===== config.mk =====
export PLATFORM = sky130hd
export DESIGN_NAME = scan_line_sequencer_flat
export DESIGN_NICKNAME = d
export VERILOG_FILES = /design/src/rtl/scan_line_sequencer_if.sv /design/src/rtl/scan_line_sequencer.sv /design/src/flat_wrapper.sv
export SDC_FILE = /design/constraint.sdc
export NUM_CORES = 1
export LEC_CHECK = 0
export BUFFER_PORTS_ARGS = -buffer_cell sky130_fd_sc_hd__clkbuf_2
export CORE_MARGIN = 5
export CORE_UTILIZATION = 55
export DETAILED_ROUTE_END_ITERATION = 12
export GPL_ROUTABILITY_DRIVEN = 0
export PLACE_DENSITY_LB_ADDON = 0.2
export SLEW_MARGIN = 10
export SYNTH_ARGS = -nofsm -noshare
export SYNTH_HDL_FRONTEND = slang
export SYNTH_SLANG_ARGS = --single-unit

===== constraint.sdc =====
create_clock -name clk_80M -period 4.1 [get_ports clk_80M]
set_input_delay 0.205 -clock clk_80M [delete_from_list [all_inputs] [get_ports clk_80M]]
set_output_delay 0.205 -clock clk_80M [all_outputs]
set_load 0.02 [all_outputs]

===== src/rtl/scan_line_sequencer_if.sv =====
// ---------------------------------------------------------------------------
// scan_line_sequencer_if
//
// Bundles the control/status signals between the host register block, the
// CCD timing engine and the scan-line sequencer.
//
// Signals:
//   start          host -> seq   single-cycle pass start request
//   abort          host -> seq   single-cycle pass abort request
//   cal_lines[8]   host -> seq   calibration line count (sampled at start)
//   num_lines[W]   host -> seq   image line count (sampled at start)
//   pix_out_valid  engine -> seq line-valid flag, asynchronous to clk_80M
//   ccd_en         seq -> engine enable
//   ccd_cal_mode   seq -> engine calibration mode select
//   busy, cal_active, line_done, line_idx[W], done, aborted, err
//                  seq -> host   status
//
// Modports: master = host/engine side, slave = sequencer.
// ---------------------------------------------------------------------------
interface scan_line_sequencer_if #(
    parameter int LINE_W = 16
);
    logic              start;
    logic              abort;
    logic [7:0]        cal_lines;
    logic [LINE_W-1:0] num_lines;
    logic              pix_out_valid;
    logic              ccd_en;
    logic              ccd_cal_mode;
    logic              busy;
    logic              cal_active;
    logic              line_done;
    logic [LINE_W-1:0] line_idx;
    logic              done;
    logic              aborted;
    logic              err;

    modport master (
        output start, abort, cal_lines, num_lines, pix_out_valid,
        input  ccd_en, ccd_cal_mode, busy, cal_active, line_done,
               line_idx, done, aborted, err
    );

    modport slave (
        input  start, abort, cal_lines, num_lines, pix_out_valid,
        output ccd_en, ccd_cal_mode, busy, cal_active, line_done,
               line_idx, done, aborted, err
    );
endinterface


===== src/rtl/scan_line_sequencer.sv =====
// ---------------------------------------------------------------------------
// scan_line_sequencer
//
// Runs one film-scan pass on the CCD timing engine: cal_lines calibration
// lines (cal_mode=1), a disabled settle gap, then num_lines image lines
// (cal_mode=0). Line ends are the falling edges of the engine's
// pix_out_valid flag after synchronisation into clk_80M. A line that takes
// too long parks the sequencer in ERR with a sticky err flag.
//
// Ports:
//   clk_80M  in   system clock
//   rst_n    in   synchronous active-low reset
//   bus      slave modport of scan_line_sequencer_if (host + engine signals)
//
// All outputs are registered; they are derived from the next state so they
// line up with the state register without a decode stage behind it.
// ---------------------------------------------------------------------------
module scan_line_sequencer #(
    parameter int SYNC_STAGES   = 2,
    parameter int SETTLE_CYCLES = 64,
    parameter int LINE_TIMEOUT  = 200000,
    parameter int LINE_W        = 16
) (
    input  logic                  clk_80M,
    input  logic                  rst_n,
    scan_line_sequencer_if.slave  bus
);

    localparam int CNT_W = (LINE_W > 8) ? LINE_W : 8;
    localparam int TMR_W = (LINE_TIMEOUT > 1) ? $clog2(LINE_TIMEOUT) : 1;
    localparam int SET_W = (SETTLE_CYCLES > 1) ? $clog2(SETTLE_CYCLES) : 1;

    typedef enum logic [2:0] {
        ST_IDLE,
        ST_CAL,
        ST_SETTLE,
        ST_SCAN,
        ST_DONE,
        ST_ERR
    } state_t;

    state_t             state_q, state_d;
    logic [CNT_W-1:0]   line_cnt_q, line_cnt_d;
    logic [TMR_W-1:0]   tmr_q, tmr_d;
    logic [SET_W-1:0]   settle_q, settle_d;
    logic [7:0]         cal_total_q, cal_total_d;
    logic [LINE_W-1:0]  num_total_q, num_total_d;

    logic [SYNC_STAGES-1:0] sync_q, sync_d;
    logic                   pix_prev_q;
    logic                   line_fall;

    logic ccd_en_q, ccd_en_d;
    logic cal_mode_q, cal_mode_d;
    logic busy_q, busy_d;
    logic cal_active_q, cal_active_d;
    logic line_done_q, line_done_d;
    logic done_q, done_d;
    logic aborted_q, aborted_d;
    logic err_q, err_d;

    logic [CNT_W-1:0] phase_total;
    logic             is_last;
    logic             line_end_taken;
    logic             abort_taken;

    // ---------------------------------------------------------------------
    // pix_out_valid synchroniser chain; stage 0 samples the async input.
    // ---------------------------------------------------------------------
    genvar gi;
    generate
        for (gi = 0; gi < SYNC_STAGES; gi++) begin : g_sync
            if (gi == 0) begin : g_first
                assign sync_d[gi] = bus.pix_out_valid;
            end else begin : g_chain
                assign sync_d[gi] = sync_q[gi-1];
            end
        end
    endgenerate

    // A line end is the synchronised flag going 1 -> 0.
    assign line_fall = pix_prev_q & ~sync_q[SYNC_STAGES-1];

    // Line target for whichever counting phase is active.
    assign phase_total = (state_q == ST_CAL) ? CNT_W'(cal_total_q)
                                             : CNT_W'(num_total_q);
    assign is_last     = (line_cnt_q == (phase_total - CNT_W'(1)));

    // ---------------------------------------------------------------------
    // Next-state and output logic
    // ---------------------------------------------------------------------
    always_comb begin
        state_d        = state_q;
        line_cnt_d     = line_cnt_q;
        tmr_d          = '0;
        settle_d       = '0;
        cal_total_d    = cal_total_q;
        num_total_d    = num_total_q;
        line_end_taken = 1'b0;
        abort_taken    = 1'b0;

        case (state_q)
            ST_IDLE, ST_ERR: begin
                // ERR behaves like IDLE for a new start; leaving ERR is
                // what clears err.
                if (bus.start) begin
                    cal_total_d = bus.cal_lines;
                    num_total_d = bus.num_lines;
                    line_cnt_d  = '0;
                    if (bus.cal_lines != 8'd0) begin
                        state_d = ST_CAL;
                    end else if (bus.num_lines != '0) begin
                        state_d = ST_SCAN;
                    end else begin
                        state_d = ST_DONE;
                    end
                end
            end

            ST_CAL, ST_SCAN: begin
                // abort beats timeout beats line end, so a line end that
                // lands on an abort or timeout is simply dropped.
                if (bus.abort) begin
                    abort_taken = 1'b1;
                    line_cnt_d  = '0;
                    state_d     = ST_IDLE;
                end else if (tmr_q == TMR_W'(LINE_TIMEOUT - 1)) begin
                    line_cnt_d = '0;
                    state_d    = ST_ERR;
                end else if (line_fall) begin
                    line_end_taken = 1'b1;
                    if (is_last) begin
                        line_cnt_d = '0;
                        if (state_q == ST_CAL && num_total_q != '0) begin
                            state_d = ST_SETTLE;
                        end else begin
                            state_d = ST_DONE;
                        end
                    end else begin
                        line_cnt_d = line_cnt_q + CNT_W'(1);
                    end
                end else begin
                    tmr_d = tmr_q + TMR_W'(1);
                end
            end

            ST_SETTLE: begin
                if (bus.abort) begin
                    abort_taken = 1'b1;
                    state_d     = ST_IDLE;
                end else if (settle_q == SET_W'(SETTLE_CYCLES - 1)) begin
                    state_d = ST_SCAN;
                end else begin
                    settle_d = settle_q + SET_W'(1);
                end
            end

            ST_DONE: begin
                state_d = ST_IDLE;
            end

            default: begin
                state_d = ST_IDLE;
            end
        endcase

        // Registered outputs follow the state being entered.
        ccd_en_d     = (state_d == ST_CAL) || (state_d == ST_SCAN);
        // cal_mode stays up for the first disabled settle cycle so the
        // engine never sees mode change while still enabled.
        cal_mode_d   = (state_d == ST_CAL) ||
                       ((state_d == ST_SETTLE) && (settle_d == '0));
        cal_active_d = (state_d == ST_CAL);
        busy_d       = (state_d == ST_CAL) || (state_d == ST_SETTLE) ||
                       (state_d == ST_SCAN);
        done_d       = (state_d == ST_DONE);
        err_d        = (state_d == ST_ERR);
        line_done_d  = line_end_taken;
        aborted_d    = abort_taken;
    end

    // ---------------------------------------------------------------------
    // State and output registers
    // ---------------------------------------------------------------------
    always_ff @(posedge clk_80M) begin
        if (!rst_n) begin
            state_q      <= ST_IDLE;
            line_cnt_q   <= '0;
            tmr_q        <= '0;
            settle_q     <= '0;
            cal_total_q  <= '0;
            num_total_q  <= '0;
            sync_q       <= '0;
            pix_prev_q   <= 1'b0;
            ccd_en_q     <= 1'b0;
            cal_mode_q   <= 1'b0;
            busy_q       <= 1'b0;
            cal_active_q <= 1'b0;
            line_done_q  <= 1'b0;
            done_q       <= 1'b0;
            aborted_q    <= 1'b0;
            err_q        <= 1'b0;
        end else begin
            state_q      <= state_d;
            line_cnt_q   <= line_cnt_d;
            tmr_q        <= tmr_d;
            settle_q     <= settle_d;
            cal_total_q  <= cal_total_d;
            num_total_q  <= num_total_d;
            sync_q       <= sync_d;
            pix_prev_q   <= sync_q[SYNC_STAGES-1];
            ccd_en_q     <= ccd_en_d;
            cal_mode_q   <= cal_mode_d;
            busy_q       <= busy_d;
            cal_active_q <= cal_active_d;
            line_done_q  <= line_done_d;
            done_q       <= done_d;
            aborted_q    <= aborted_d;
            err_q        <= err_d;
        end
    end

    assign bus.ccd_en       = ccd_en_q;
    assign bus.ccd_cal_mode = cal_mode_q;
    assign bus.busy         = busy_q;
    assign bus.cal_active   = cal_active_q;
    assign bus.line_done    = line_done_q;
    assign bus.line_idx     = line_cnt_q[LINE_W-1:0];
    assign bus.done         = done_q;
    assign bus.aborted      = aborted_q;
    assign bus.err          = err_q;

endmodule


===== src/flat_wrapper.sv =====
// flat-port wrapper written by rule: the top's interface ports become plain ports
module scan_line_sequencer_flat 
#(
    parameter int SYNC_STAGES   = 2,
    parameter int SETTLE_CYCLES = 64,
    parameter int LINE_TIMEOUT  = 200000,
    parameter int LINE_W        = 16
)
  (clk_80M, rst_n, bus_start, bus_abort, bus_cal_lines, bus_num_lines, bus_pix_out_valid, bus_ccd_en, bus_ccd_cal_mode, bus_busy, bus_cal_active, bus_line_done, bus_line_idx, bus_done, bus_aborted, bus_err);
  scan_line_sequencer_if #(.LINE_W(LINE_W)) bus_i ();
  input  logic clk_80M;
  input  logic rst_n;
  input wire logic [$bits(bus_i.start)-1:0] bus_start;
  input wire logic [$bits(bus_i.abort)-1:0] bus_abort;
  input wire logic [$bits(bus_i.cal_lines)-1:0] bus_cal_lines;
  input wire logic [$bits(bus_i.num_lines)-1:0] bus_num_lines;
  input wire logic [$bits(bus_i.pix_out_valid)-1:0] bus_pix_out_valid;
  output wire logic [$bits(bus_i.ccd_en)-1:0] bus_ccd_en;
  output wire logic [$bits(bus_i.ccd_cal_mode)-1:0] bus_ccd_cal_mode;
  output wire logic [$bits(bus_i.busy)-1:0] bus_busy;
  output wire logic [$bits(bus_i.cal_active)-1:0] bus_cal_active;
  output wire logic [$bits(bus_i.line_done)-1:0] bus_line_done;
  output wire logic [$bits(bus_i.line_idx)-1:0] bus_line_idx;
  output wire logic [$bits(bus_i.done)-1:0] bus_done;
  output wire logic [$bits(bus_i.aborted)-1:0] bus_aborted;
  output wire logic [$bits(bus_i.err)-1:0] bus_err;
  assign bus_i.start = bus_start;
  assign bus_i.abort = bus_abort;
  assign bus_i.cal_lines = bus_cal_lines;
  assign bus_i.num_lines = bus_num_lines;
  assign bus_i.pix_out_valid = bus_pix_out_valid;
  assign bus_ccd_en = bus_i.ccd_en;
  assign bus_ccd_cal_mode = bus_i.ccd_cal_mode;
  assign bus_busy = bus_i.busy;
  assign bus_cal_active = bus_i.cal_active;
  assign bus_line_done = bus_i.line_done;
  assign bus_line_idx = bus_i.line_idx;
  assign bus_done = bus_i.done;
  assign bus_aborted = bus_i.aborted;
  assign bus_err = bus_i.err;
  scan_line_sequencer #(.SYNC_STAGES(SYNC_STAGES), .SETTLE_CYCLES(SETTLE_CYCLES), .LINE_TIMEOUT(LINE_TIMEOUT), .LINE_W(LINE_W)) u_core (.clk_80M(clk_80M), .rst_n(rst_n), .bus(bus_i));
endmodule

==> flow_metrics.env <==
export IMPL_status="complete, no violations"
export IMPL_routed_antenna_nets=0
export IMPL_clock_latency_ns=0.36
export IMPL_worst_pin_slew_ns=0.910
export IMPL_vias_in_the_first_global_route=3932
export IMPL_timing_final_crit_share_pct=94.6
export IMPL_starting_utilization_of_the_core_area_pct=57.3
export IMPL_area_growth_syn_to_layout_pct=10.6
export IMPL_synth_most_common_cell="dfxtp_1"
export IMPL_place_port_buffers=52
export IMPL_r2r_end="u_core.bus.line_idx[11]$_SDFFE_PN0P_"
export IMPL_post_route_drc_count=0
export IMPL_die_y_um=100
export IMPL_cts_sink_count=78
export IMPL_postSynth_topFlopCell="dfxtp_1"
export IMPL_syn_nets=586
export IMPL_synth_top_cells_by_count="78 x dfxtp_1, 77 x nand2_1, 55 x nor2_1, 25 x a21boi_0, 22 x xor2_1"
export IMPL_timing_hold_worst_class="in -> reg"
export IMPL_synth_top_family_by_area="simple AND/OR/NAND/NOR gates"
export IMPL_ys_async_sr_fraction_pct=0
export IMPL_hold_violations=0
export IMPL_synth_top_cell_by_area="dfxtp_1"
export IMPL_timing_final_crit_period_ns=3.88
export IMPL_die_area_mm2=0.0100
export IMPL_maximum_count_of_clock_buffers_along_a_single_path=2
export IMPL_grt_usage_pct=22.0
export IMPL_num_nets_final=619
export IMPL_h_tree_depth=3
export IMPL_grt_first_pass_wirelength_um=18100
export IMPL_clock_tree_from_tritoncts="done"
export IMPL_dpl_worst_slack_ns=0.277
export IMPL_hp_start="bus_pix_out_valid"
export IMPL_rsz0062_at_grt="no"
export IMPL_synthAdderAreaFrac_pct=1.12
export IMPL_synthesis_yosys_warnings=0
export IMPL_detail_route_vias_per_cell=5.84
export IMPL_clk_transition_reported_paths_ns=0.09
export IMPL_cells_along_the_critical_path="or3b_1 > mux2i_1 > ha_1 > o21ai_2 > or4_1 > a22o_1 > nor4_4 > nand3b_1 > buf_4 > nor3_1 > o31a_1"
export IMPL_post_synth_mux_area_share_pct=2.29
export IMPL_dp_final_hpwl_um=7820
export IMPL_vdd_ir_drop_worst_mv=0.224
export IMPL_synth_cell_types=59
export IMPL_timing_final_max_slew_violations=0
export IMPL_setup_total_negative_slack_ns=0
export IMPL_cts_made_buffers=9
export IMPL_timing_fmax_mhz=258
export IMPL_crit_slowest_cell="or3b_1"
export IMPL_grt_start_max_net_pins=52
export IMPL_cellPowerDensity_mw_per_mm2=336
export IMPL_holdPathEnd="u_core.sync_q[0]$_SDFF_PN0_"
export IMPL_post_route_cells_drive_above_1_share_pct=15.2
export IMPL_worst_hold_path_num_cells=2
export IMPL_top_level_port_count=53
export IMPL_cp_data_arrival_time_ns=4.13
export IMPL_postCtsSetupRepairBufs=0
export IMPL_synth_compound_gate_area_share_pct=17.4
export IMPL_synth_cell_area_mm2=0.00447
export IMPL_critical_path_max_fanout=30
export IMPL_design_core_area_mm2=0.00781
export IMPL_timing_reg2reg_worst_path_depth=11
export IMPL_yosysTopAreaCellShare_pct=34.9
export IMPL_r2r_setup_slack_ns=0.22
export IMPL_final_skew_ns=0.0117
export IMPL_simple_gate_share_of_the_synthesized_area_pct=31.8
export IMPL_drt_first_pass_iters=5
export IMPL_fin_ws_ns=0.219
export IMPL_cts_hold_buf=0
export IMPL_syn_inst=553
export IMPL_cellLeakagePower_nw=2.00
export IMPL_detail_route_wirelength_um=10800
export IMPL_critPathKind="reg -> reg"
export IMPL_crit_path_end_kind="flop"
export IMPL_synthXorXnorAreaFrac_pct=8.03
export IMPL_first_drt_iteration_drcs=249
export IMPL_initial_antenna_violation_count=0
export IMPL_die_width_um=100
export IMPL_synthesis_area_per_instance_um2=8.08
export IMPL_startpoint_class="flop"
export IMPL_synth_seq_cells=78
export IMPL_antenna_cells=0
export IMPL_worst_ep_required_time_ns=4.35
export IMPL_worst_r2r_startpoint="u_core.state_q[0]$_SDFF_PN0_"
export IMPL_synth_edf_count=0
export IMPL_num_fill_cells=701
export IMPL_post_synth_main_area_contributors="dfxtp_1 35%, nand2_1 6.5%, nor2_1 4.6%"
export IMPL_route_vias_total=4049
export IMPL_max_slew_margin_rel_pct=39.3
export IMPL_max_stage_delay_ns=0.54
export IMPL_setup_violations=0
export IMPL_globalRoute_totalOverflow=0
export IMPL_cts_root_buf="clkbuf_8"
export IMPL_placementRows=32
export IMPL_seq_area_frac_synth_pct=34.9
export IMPL_drt_wirelength_per_cell_um=15.6
export IMPL_maxCapViolations=0
-- flip-flops by register name, summed over array words and instances (netlist names), 2 cells and up --
name and cells:
u_core.sync_q 2, u_core.state_q 3, u_core.bus.line_idx 16, u_core.settle_q 6, u_core.num_total_q 16, u_core.tmr_q 18
u_core.cal_total_q 8
-- through the flow --
step / cell area, um2 / std cells / util, % / power (mW) / hold WS (ns)
final: 4940 / 693 / 63.3 / 1.66 / 0.0537
after detailed placement: 4730 / 677 / 60.6 / 1.07 / 0.429
after global placement: 4730 / 677 / 60.6 / 1.07 / 0.418
after CTS: 4940 / 693 / 63.2 / 1.66 / 0.0464
after floorplan: 4470 / 553 / - / 1.01 / 0.323
after global routing: 4940 / 693 / 63.3 / 1.74 / 0.0408
-- where the power goes --
part / switching (mW) / internal (mW) / total, mW
clock: 0.301 / 0.301 / 0.602
combinational: 0.144 / 0.107 / 0.251
sequential: 0.0308 / 0.777 / 0.808
-- layer usage --
| layer | vias up | part of all wire, % | GRT usage, % |
|---|---|---|---|
| li1 | 2030 | - | - |
| met1 | 1904 | 45 | 28.0 |
| met2 | 96 | 48 | 36.1 |
| met3 | 19 | 5.0 | 5.07 |
| met4 | 0 | 1.8 | 8.39 |
| met5 | - | 0 | 0 |
-- logic make-up (layout without fill, tap and decap cells) --
family / count (synthesis) / count (layout)
buffers and inverters: 44 / 82
xor gates and xnor gates: 41 / 41
muxes: 9 / 9
adders and majority gates: 4 / 4
AOI/OAI and AO/OA: 105 / 105
and+or+nand+nor: 272 / 272
DFF: 78 / 78
-- worst max path at each step --
stage               slack [ns]                                   end  depth (start not counted)                          from
floorplan                 0.32  u_core.bus.line_idx[14]$_SDFFE_PN0P_                         16  u_core.state_q[0]$_SDFF_PN0_
global placement          0.39  u_core.bus.line_idx[11]$_SDFFE_PN0P_                         11  u_core.state_q[0]$_SDFF_PN0_
detailed placement        0.28  u_core.bus.line_idx[11]$_SDFFE_PN0P_                         11  u_core.state_q[0]$_SDFF_PN0_
CTS                       0.25    u_core.bus.ccd_cal_mode$_SDFF_PN0_                         10  u_core.state_q[0]$_SDFF_PN0_
global route              0.02  u_core.bus.line_idx[11]$_SDFFE_PN0P_                         13  u_core.state_q[0]$_SDFF_PN0_
finish                    0.22  u_core.bus.line_idx[11]$_SDFFE_PN0P_                         11  u_core.state_q[0]$_SDFF_PN0_
-- layout by cell type (no fill, tap or decap), types with 8 or more instances in the layout --
master	synthesis	final
nand2_1	77	77
o21ai_0	12	12
inv_1	9	9
nand2b_1	9	9
o211ai_1	12	12
and3_1	14	14
xor2_1	22	22
nor4_1	12	12
nand4_1	8	8
clkbuf_8	0	10
and2_1	10	10
dfxtp_1	78	78
nand3_1	20	20
nor2b_1	15	15
a21boi_0	25	25
clkbuf_2	0	52
nor2_1	55	55
xnor2_1	19	19
mux2i_1	8	8
nor3_1	13	13
a21oi_1	10	10
o211a_1	10	10
-- worst max-delay path: cells and delay by family, from the launching register on --
family | cells | cell delay [ns]
AOI/OAI and AO/OA | 3 | 0.68
adders and majority gates | 1 | 0.32
buffers and inverters | 1 | 0.29
DFF | 1 | 0.50
muxes | 1 | 0.29
and+or+nand+nor | 5 | 1.70
-- cell type report --
cell class                 instances  area (um2)  area share [%]
multi-input combinational        431        2720            54.9
sequential                        78        1560            31.6
timing repair buffer              57         298            6.02
clock buffer                      10         138            2.78
tap                              102         128            2.58
clock inverter                     6        68.8            1.39
inverter                           9        33.8           0.683
-- what timing repair did --
item | CTS | global route
endpoints found under the setup margin | 0 | 1
gates resized for setup | 0 | 1
hold endpoints to repair | 0 | 0
Power figures use the tool's default switching activity.
